$ cat src/rtl/nfu2_accum_ctrl_if.sv
// nfu2_accum_ctrl_if
//   Datapath and handshake bundle around the NFU-2 accumulation controller.
//   master : controller side (accepts NFU-1 beats, drives the NFU-2 partial sum,
//            presents completed tile sums to NFU-3)
//   slave  : environment side (NFU-1 valid, NFU-2 result, NFU-3 ready)
//   Signals:
//     i_nfu1_valid / o_nfu1_ready : NFU-1 beat handshake
//     o_nfu2_nbout                : partial-sum input to NFU-2 (stage 2)
//     i_nfu2_out                  : NFU-2 result (stage 2)
//     o_out_valid / o_out_data / i_out_ready : output buffer to NFU-3
interface nfu2_accum_ctrl_if #(
    parameter int unsigned N  = 16,
    parameter int unsigned Tn = 16
);
    logic            i_nfu1_valid;
    logic            o_nfu1_ready;
    logic [N*Tn-1:0] o_nfu2_nbout;
    logic [N*Tn-1:0] i_nfu2_out;
    logic            o_out_valid;
    logic [N*Tn-1:0] o_out_data;
    logic            i_out_ready;

    modport master (
        input  i_nfu1_valid, i_nfu2_out, i_out_ready,
        output o_nfu1_ready, o_nfu2_nbout, o_out_valid, o_out_data
    );

    modport slave (
        output i_nfu1_valid, i_nfu2_out, i_out_ready,
        input  o_nfu1_ready, o_nfu2_nbout, o_out_valid, o_out_data
    );
endinterface

$ cat src/rtl/nfu2_accum_ctrl.sv
// nfu2_accum_ctrl
//   Sequencer for the NFU-2 adder-tree stage. Counts input steps per output
//   tile, selects zero or the running accumulator as the NFU-2 partial sum,
//   and buffers completed tile sums in a 2-entry FIFO toward NFU-3.
//   Ports:
//     clk, rst_n               : clock, async active-low reset
//     i_start                  : job start pulse (honoured only in IDLE)
//     i_num_steps, i_num_tiles : job configuration, latched at start
//     o_busy, o_done           : job status
//     bus (master)             : NFU-1 / NFU-2 / NFU-3 datapath and handshakes
module nfu2_accum_ctrl #(
    parameter int unsigned N  = 16,
    parameter int unsigned Tn = 16,
    parameter int unsigned CW = 16
) (
    input  logic          clk,
    input  logic          rst_n,
    input  logic          i_start,
    input  logic [CW-1:0] i_num_steps,
    input  logic [CW-1:0] i_num_tiles,
    output logic          o_busy,
    output logic          o_done,
    nfu2_accum_ctrl_if.master bus
);
    typedef enum logic [1:0] {IDLE, RUN, DRAIN, DONE} state_t;

    state_t          state, state_next;
    logic [CW-1:0]   num_steps_q, num_tiles_q;
    logic [CW-1:0]   step_cnt, tile_cnt;
    logic            s2_valid, s2_first, s2_last;
    logic [N*Tn-1:0] acc;
    logic [N*Tn-1:0] fifo_head, fifo_tail;
    logic [1:0]      fifo_count;
    logic            accept, is_last_step, is_last_tile, credit_ok;
    logic            push, pop;

    assign is_last_step = (step_cnt == num_steps_q - CW'(1));
    assign is_last_tile = (tile_cnt == num_tiles_q - CW'(1));
    // A last-step beat reserves a FIFO slot: count the entry still in flight
    // in stage 2 so a completed sum can never arrive at a full buffer.
    assign credit_ok    = ({1'b0, fifo_count} + {2'b00, s2_valid && s2_last}) < 3'd2;
    assign accept       = bus.i_nfu1_valid && bus.o_nfu1_ready;
    assign push         = s2_valid && s2_last;
    assign pop          = bus.o_out_valid && bus.i_out_ready;

    // State register
    always_ff @(posedge clk or negedge rst_n) begin
        if (!rst_n) state <= IDLE;
        else        state <= state_next;
    end

    // Next-state logic
    always_comb begin
        state_next = state;
        case (state)
            IDLE:  if (i_start)
                       state_next = (i_num_steps == '0 || i_num_tiles == '0) ? DONE : RUN;
            RUN:   if (accept && is_last_step && is_last_tile) state_next = DRAIN;
            DRAIN: if (!s2_valid && fifo_count == 2'd0) state_next = DONE;
            DONE:  state_next = IDLE;
            default: state_next = IDLE;
        endcase
    end

    // Output logic
    always_comb begin
        o_busy           = 1'b0;
        o_done           = 1'b0;
        bus.o_nfu1_ready = 1'b0;
        case (state)
            RUN: begin
                o_busy           = 1'b1;
                bus.o_nfu1_ready = !is_last_step || credit_ok;
            end
            DRAIN: o_busy = 1'b1;
            DONE: begin
                o_busy = 1'b1;
                o_done = 1'b1;
            end
            default: ;
        endcase
    end

    // Configuration and step/tile counters
    always_ff @(posedge clk or negedge rst_n) begin
        if (!rst_n) begin
            num_steps_q <= '0;
            num_tiles_q <= '0;
            step_cnt    <= '0;
            tile_cnt    <= '0;
        end else if (state == IDLE && i_start) begin
            num_steps_q <= i_num_steps;
            num_tiles_q <= i_num_tiles;
            step_cnt    <= '0;
            tile_cnt    <= '0;
        end else if (accept) begin
            if (is_last_step) begin
                step_cnt <= '0;
                tile_cnt <= tile_cnt + CW'(1);
            end else begin
                step_cnt <= step_cnt + CW'(1);
            end
        end
    end

    // Stage-2 tags track the beat currently inside NFU-2; acc follows stage 2.
    always_ff @(posedge clk or negedge rst_n) begin
        if (!rst_n) begin
            s2_valid <= 1'b0;
            s2_first <= 1'b0;
            s2_last  <= 1'b0;
            acc      <= '0;
        end else begin
            s2_valid <= accept;
            s2_first <= (step_cnt == '0);
            s2_last  <= is_last_step;
            if (s2_valid) acc <= bus.i_nfu2_out;
        end
    end

    assign bus.o_nfu2_nbout = (s2_valid && s2_first) ? '0 : acc;

    // 2-entry output FIFO with registered head
    always_ff @(posedge clk or negedge rst_n) begin
        if (!rst_n) begin
            fifo_head  <= '0;
            fifo_tail  <= '0;
            fifo_count <= '0;
        end else begin
            case ({push, pop})
                2'b10: begin
                    if (fifo_count == 2'd0) fifo_head <= bus.i_nfu2_out;
                    else                    fifo_tail <= bus.i_nfu2_out;
                    if (fifo_count != 2'd2) fifo_count <= fifo_count + 2'd1;
                end
                2'b01: begin
                    fifo_head  <= fifo_tail;
                    fifo_count <= fifo_count - 2'd1;
                end
                2'b11: begin
                    if (fifo_count == 2'd1) begin
                        fifo_head <= bus.i_nfu2_out;
                    end else begin
                        fifo_head <= fifo_tail;
                        fifo_tail <= bus.i_nfu2_out;
                    end
                end
                default: ;
            endcase
        end
    end

    assign bus.o_out_valid = (fifo_count != 2'd0);
    assign bus.o_out_data  = fifo_head;
endmodule
$ cat src/flat_wrapper.sv
// flat-port wrapper written by rule: the top's interface ports become plain ports
module nfu2_accum_ctrl_flat 
#(
    parameter int unsigned N  = 16,
    parameter int unsigned Tn = 16,
    parameter int unsigned CW = 16
)
  (clk, rst_n, i_start, i_num_steps, i_num_tiles, o_busy, o_done, bus_i_nfu1_valid, bus_i_nfu2_out, bus_i_out_ready, bus_o_nfu1_ready, bus_o_nfu2_nbout, bus_o_out_valid, bus_o_out_data);
  nfu2_accum_ctrl_if #(.N(N), .Tn(Tn)) bus_i ();
  input  logic clk;
  input  logic rst_n;
  input  logic i_start;
  input  logic [CW-1:0] i_num_steps;
  input  logic [CW-1:0] i_num_tiles;
  output logic o_busy;
  output logic o_done;
  input wire logic [$bits(bus_i.i_nfu1_valid)-1:0] bus_i_nfu1_valid;
  input wire logic [$bits(bus_i.i_nfu2_out)-1:0] bus_i_nfu2_out;
  input wire logic [$bits(bus_i.i_out_ready)-1:0] bus_i_out_ready;
  output wire logic [$bits(bus_i.o_nfu1_ready)-1:0] bus_o_nfu1_ready;
  output wire logic [$bits(bus_i.o_nfu2_nbout)-1:0] bus_o_nfu2_nbout;
  output wire logic [$bits(bus_i.o_out_valid)-1:0] bus_o_out_valid;
  output wire logic [$bits(bus_i.o_out_data)-1:0] bus_o_out_data;
  assign bus_i.i_nfu1_valid = bus_i_nfu1_valid;
  assign bus_i.i_nfu2_out = bus_i_nfu2_out;
  assign bus_i.i_out_ready = bus_i_out_ready;
  assign bus_o_nfu1_ready = bus_i.o_nfu1_ready;
  assign bus_o_nfu2_nbout = bus_i.o_nfu2_nbout;
  assign bus_o_out_valid = bus_i.o_out_valid;
  assign bus_o_out_data = bus_i.o_out_data;
  nfu2_accum_ctrl #(.N(N), .Tn(Tn), .CW(CW)) u_core (.clk(clk), .rst_n(rst_n), .i_start(i_start), .i_num_steps(i_num_steps), .i_num_tiles(i_num_tiles), .o_busy(o_busy), .o_done(o_done), .bus(bus_i));
endmodule
$ cat config.mk
export PLATFORM = sky130hd
export DESIGN_NAME = nfu2_accum_ctrl_flat
export DESIGN_NICKNAME = d
export VERILOG_FILES = /design/src/rtl/nfu2_accum_ctrl_if.sv /design/src/rtl/nfu2_accum_ctrl.sv /design/src/flat_wrapper.sv
export SDC_FILE = /design/constraint.sdc
export NUM_CORES = 1
export LEC_CHECK = 0
export CORE_MARGIN = 2
export CORE_UTILIZATION = 30
export DETAILED_ROUTE_END_ITERATION = 8
export GPL_TIMING_DRIVEN = 0
export PLACE_DENSITY_LB_ADDON = 0.08
export SLEW_MARGIN = 20
export SYNTH_ARGS = -nofsm -noshare
export SYNTH_HDL_FRONTEND = slang
export SYNTH_SLANG_ARGS = --single-unit
$ cat constraint.sdc
create_clock -name clk -period 2.8 [get_ports clk]
set_input_delay 0.7 -clock clk [delete_from_list [all_inputs] [get_ports clk]]
set_output_delay 0.7 -clock clk [all_outputs]
set_load 0.01 [all_outputs]
* Word-level counts from Yosys, hierarchy flattened
Index checks and enable logic that the tools add are counted.
Word-level totals: bits in latches 0, memories 0, flip-flop bits (word level) 839, logic and storage cells 89, bits in writable memories 0, input port bits 293, output and inout port bits 516, bits in read-only memories 0
Operators by class: bitwise logic cells 0, equal/unequal tests 17, reductions and logical operators 29, div/mod/pow operators 0, muxes and demuxes 23, magnitude comparators 1, add/sub/neg operators 7, shifts and indexed selects 0, $mul 0
Operators with widths (number):
- $mux 256 | 5
- $pmux 256 s3 | 1
- $pmux 256 s2 | 1
- $mux 16 | 6
- $logic_not 16->1 | 3
- $add 16x1->16 const B | 2
- $eq 16x16->1 | 2
- $sub 16x1->16 const B | 2
- $mux 2 | 5
- $reduce_bool 2->1 | 5
- $eq 2x2->1 const B | 4
- $logic_and 1x1->1 | 8
- $ne 2x1->1 const B | 4
- $ne 2x2->1 const B | 4
- $pmux 2 s4 | 1
- $eq 2x1->1 const B | 3
- $reduce_and 2->1 | 3
- $reduce_and 3->1 | 2
- $logic_not 2->1 | 2
- $pmux 2 s2 | 1
- $add 2x1->3 | 1
- $lt 3x2->1 const B | 1
- $mux 1 | 3
- $reduce_bool 3->1 | 1
- other kinds (5) | 7

* Depth between registers and ports, before layout
depth after elaboration 10, mapped depth 13, gate-level depth less buffers 10

* Worst setup path after synthesis
No wires, ideal clock.
path kind flip-flop to output port, from register u_core.num_steps_q[0], to output port bus_o_nfu1_ready, data required time 2.100 ns, slack -0.178 ns, buffers on the path 3, cell stages (with the launch flop) 10, arrival time 2.278 ns, cell sequence dfrtp_1 buf_6 or4_4 buf_6 nor4b_1 o211ai_1 nor4_1 and4_1 buf_6 a21boi_0
Between the ends: word-level cells in the longest chain between the ends 5
RTL lines:
- start: declaration | RTL line nfu2_accum_ctrl.sv:28 | logic [CW-1:0] num_steps_q, num_tiles_q;
- start signal: assignment | RTL line nfu2_accum_ctrl.sv:92 | num_steps_q <= i_num_steps;
- $sub 16x1->16 | RTL line nfu2_accum_ctrl.sv:37 | assign is_last_step = (step_cnt == num_steps_q - CW'(1));
- $eq 16x16->1 | RTL line nfu2_accum_ctrl.sv:37
- via u_core.is_last_step | RTL line nfu2_accum_ctrl.sv:34 | logic accept, is_last_step, is_last_tile, credit_ok;
- $logic_not 1->1 | RTL line nfu2_accum_ctrl.sv:73 | bus.o_nfu1_ready = !is_last_step || credit_ok;
- $logic_or 1x1->1 | RTL line nfu2_accum_ctrl.sv:73
- $mux 1 | RTL line nfu2_accum_ctrl.sv:70 | case (state)
- end: declaration | RTL line flat_wrapper.sv:20 | output wire logic [$bits(bus_i.o_nfu1_ready)-1:0] bus_o_nfu1_ready;
The timed path passes the listed nets, and every way through them passes these cells.

* Worst setup path in the final report
from register u_core.num_steps_q[8], to output port bus_o_nfu1_ready
The elaborated chain is that of the path after synthesis.

==> flow_metrics.env <==
export IMPL_outcome="finished with violations"
export IMPL_violations_in_the_final_reports="negative setup slack"
export IMPL_powerDensity_nw_per_um2=1110
export IMPL_net_switching_power_mw=20.3
export IMPL_area_occupied_by_multi_input_gates_um2=15700
export IMPL_cts_max_path_buffers=3
export IMPL_worstHoldPathType="reg2reg"
export IMPL_start_util=0.302
export IMPL_placed_cells=5473
export IMPL_tritoncts_num_buffers=101
export IMPL_die_width_um=354
export IMPL_rsz_0062_raised_after_global_routing="yes"
export IMPL_cpPeakStageDelay_ns=0.57
export IMPL_critPathTopFamily="simple AND/OR/NAND/NOR gates"
export IMPL_synth_top_flop_cell="dfrtp_1"
export IMPL_seq_area_frac_synth=0.572
export IMPL_vdd_drop_max_v=0.000565
export IMPL_yosysWarningCount=0
export IMPL_crit_arrival_ns=3.01
export IMPL_worstPathMaxFanout=5
export IMPL_combinationalPowerShare=0.464
export IMPL_startpoint="u_core.num_steps_q[8]$_DFFE_PN0P_"
export IMPL_hold_ws_ns=0.474
export IMPL_slew_headroom=0.376
export IMPL_worstReg2RegEnd="u_core.step_cnt[0]$_DFFE_PN0P_"
export IMPL_crit_path_capture_type="primary output"
export IMPL_whs_endpoint="u_core.bus.o_out_data[61]$_DFFE_PN0P_"
export IMPL_beginning_of_the_worst_register_to_register_path="u_core.num_steps_q[8]$_DFFE_PN0P_"
export IMPL_synthArstFlopShare=1.00
export IMPL_num_fill_cells=11600
export IMPL_clk_latency_ns=0.70
export IMPL_yosys_top_cells_area="dfrtp_1, mux2_2, mux2i_1, and2_1, nand2_1"
export IMPL_detailedPlace_worstSlack_ns=-1.93
export IMPL_fp_row_count=128
export IMPL_slew_viol_final=0
export IMPL_setup_reg_to_reg_worst_slack_ns=-0.27
export IMPL_cp_data_required_time_ns=2.10
export IMPL_clockRootBuffer="clkbuf_16"
export IMPL_timing_critical_path_buf_inv=2
export IMPL_synthesized_flop_and_latch_total=839
export IMPL_vias=26900
export IMPL_fin_cells=5788
export IMPL_number_of_nets_produced_by_synthesis=3337
export IMPL_chipHeight_um=354
export IMPL_io_buffer_count=808
export IMPL_clock_sink_count=839
export IMPL_clock_skew_final_ns=0.0214
export IMPL_synth_lib_cells_used_distinct=59
export IMPL_final_antenna_net_count=0
export IMPL_timing_critical_path_from_type="flop"
export IMPL_drt_iter0_markers=1212
export IMPL_grt_pass1_wl_um=193000
export IMPL_clkSlewWorstSetupHoldPaths_ns=0.06
export IMPL_antenna_found_initial=27
export IMPL_power_switching_share=0.338
export IMPL_drive_above_1_share=0.356
export IMPL_via_per_inst=4.64
export IMPL_fin_crit_sh=1.33
export IMPL_leak_pwr_nw=23.5
export IMPL_setup_violations_final=276
export IMPL_max_freq_ghz=0.269
export IMPL_finalWeightedCongestion=0.814
export IMPL_post_synth_inst_count=3031
export IMPL_postLayoutSetupSlackWorst_ns=-0.912
export IMPL_power_frac_clock=0.224
export IMPL_avgRoutedWirePerCell_um=22.8
export IMPL_syn2layout_area_growth_pct=46.9
export IMPL_track_usage=0.207
export IMPL_ff2ff_path_depth=12
export IMPL_place_detailed_hpwl_um=95900
export IMPL_critPathMostFrequentCell="buf_6"
export IMPL_first_global_vias=27800
export IMPL_min_period_ns=3.71
export IMPL_nNetsFinal=4375
export IMPL_regArea_um2=21000
export IMPL_number_of_synthesized_flops_with_an_enable_pin=0
export IMPL_crit_path_cell_trace="or4_4 -> nor4_1 -> o21ai_0 -> nor4_2 -> and4_1 -> buf_6 -> a21boi_4 -> buf_6"
export IMPL_final_area_um2=54000
export IMPL_synth_area_um2=36700
export IMPL_drtPass1Iterations=5
export IMPL_synth_top_area_frac=0.572
export IMPL_worst_path_max_delay_cell="or4_4"
export IMPL_cap_viol_max_count=0
export IMPL_h_tree_depth=3
export IMPL_core_area_um2=122000
export IMPL_worst_slew_pin_slew_ns=0.936
export IMPL_internal_power_mw=39.7
export IMPL_hold_violations=0
export IMPL_avgSynthCellArea_um2=12.1
export IMPL_power_sequential_fraction=0.312
export IMPL_fp_dieArea_um2=125000
export IMPL_fin_tns_setup_ns=-52.64
export IMPL_grt_remaining_overflow=0
export IMPL_hold_path_startpoint="u_core.bus.o_out_data[61]$_DFFE_PN0P_"
export IMPL_design_portCount=809
export IMPL_timing_worst_setup_path_type="reg2out"
export IMPL_total_routed_length_um=132000
export IMPL_clock_tree_from_tritoncts="built"
export IMPL_hold_path_depth=2
export IMPL_drc=0
export IMPL_synth_largest_area_cell="dfrtp_1"
export IMPL_grt_start_max_net_pins=132
export IMPL_postPlaceCellArea_um2=47100
[cells in the final DEF (no fill, tap or decap), drive strengths merged, types with 5 or more instances in the layout]
cell / Yosys / routed
and3: 12 / 12
nor4b: 6 / 6
nand2: 373 / 373
nor2b: 5 / 5
nand4: 17 / 17
and4: 6 / 6
a21oi: 21 / 21
bufinv: 0 / 5
inv: 28 / 33
clkdlybuf4s50: 0 / 548
clkbuf: 173 / 316
and2: 260 / 260
nand3: 14 / 14
mux2i: 276 / 276
o21ai: 278 / 278
ha: 13 / 13
dlygate4sd2: 0 / 6
nor3: 15 / 15
dfrtp: 839 / 839
xnor2: 28 / 28
mux2: 513 / 513
clkinv: 0 / 16
diode: 0 / 13
buf: 27 / 417
or3: 7 / 7
nor2: 27 / 27
nor4: 22 / 22
xor2: 26 / 26
[worst max path at each step]
stage                                        endpoint  slack (ns)  cells after the start
2_1_floorplan                        bus_o_nfu1_ready        -0.1                      9
3_3_place_gp        u_core.fifo_tail[152]$_DFFE_PN0P_      -40.85                      1
3_5_place_dp   u_core.bus.o_out_data[205]$_DFFE_PN0P_       -1.93                      9
4_1_cts                              bus_o_nfu1_ready       -1.03                     11
5_1_grt                              bus_o_nfu1_ready       -1.11                      8
6_report                             bus_o_nfu1_ready       -0.91                      8
[cell type report]
| cell class | instances | share of cell area |
|---|---|---|
| inverters | 28 | 0.00199 |
| multi-input cells | 1964 | 0.292 |
| plain buffers | 183 | 0.0224 |
| flip-flops and latches | 839 | 0.389 |
| diodes | 13 | 0.000603 |
| repair buffers | 952 | 0.193 |
| clock inverters | 27 | 0.00656 |
| clock buffers | 157 | 0.0565 |
| well taps | 1625 | 0.0377 |
[worst reg2reg max path: cells and delay by family (launching register included)]
kind,cells,cell delay (ns)
AND/OR/NAND/NOR,5,1.36
buffers and inverters,5,0.64
AO/OA/AOI/OAI,1,0.26
flip-flops,1,0.44
multiplexers,1,0.26
[power by group through the flow]
stage                     clock network, mW  logic [mW]  registers [mW]
after floorplan                           0        10.2            19.1
after global placement                    0        23.9            18.8
after detailed placement                  0        24.1            18.7
after CTS                              13.8        25.3            18.7
after global routing                   14.3        29.8            19.3
final                                  13.5        27.8            18.7
[repair_timing]
| action | in CTS | in global routing |
|---|---|---|
| cloned | 19 | 5 |
| endpoints found under the setup margin | 885 | 900 |
| pin swaps | 52 | 166 |
| hold buffers | 2 | 0 |
| endpoints found under the hold margin | 65 | 0 |
| setup buffers | 77 | 45 |
| gates resized for setup | 1547 | 524 |
[flip-flops by register name, indices dropped and copies added, names as in the netlist]
signal / flops
u_core.fifo_tail: 256
u_core.fifo_count: 2
u_core.s2_last: 1
u_core.s2_valid: 1
u_core.num_steps_q: 16
u_core.acc: 256
u_core.num_tiles_q: 16
u_core.step_cnt: 16
u_core.tile_cnt: 16
u_core.state: 2
u_core.bus.o_out_data: 256
u_core.s2_first: 1
[layer usage]
| layer | vias to the layer above | part of all wire | track usage |
|---|---|---|---|
| met1 | 13500 | 0.41 | 0.249 |
| met2 | 641 | 0.49 | 0.349 |
| met5 | - | 0.0011 | 0 |
| met3 | 197 | 0.073 | 0.0686 |
| met4 | 22 | 0.029 | 0.0644 |
| li1 | 12500 | - | - |
[metrics by stage]
stage / total power [mW] / utilization
floorplan: 29.3 / -
CTS: 57.8 / 0.428
detailed placement: 42.8 / 0.387
global placement: 42.8 / 0.385
global route: 63.4 / 0.443
finish: 60.0 / 0.443
[synth_stat cells (all sizes together), types with 15 or more instances]
library cell and number:
mux2i 276, xor2 26, nor2 27, buf 27, o21ai 278, inv 28, nor3 15, a21oi 21
nor4 22, dfrtp 839, mux2 513, and2 260, xnor2 28, nand2 373, clkbuf 173, nand4 17
[cells by family (layout without fill, tap and decap cells)]
logic type	Yosys count	after routing	share of synthesized area
buf+inv	228	1347	0.0244
fa+ha+maj	13	13	0.00443
simple gates	777	777	0.107
flops	839	839	0.572
compound gates	331	331	0.0477
xor+xnor	54	54	0.0129
other cells	0	13	0
mux	789	789	0.232
Power figures use the tool's default switching activity.
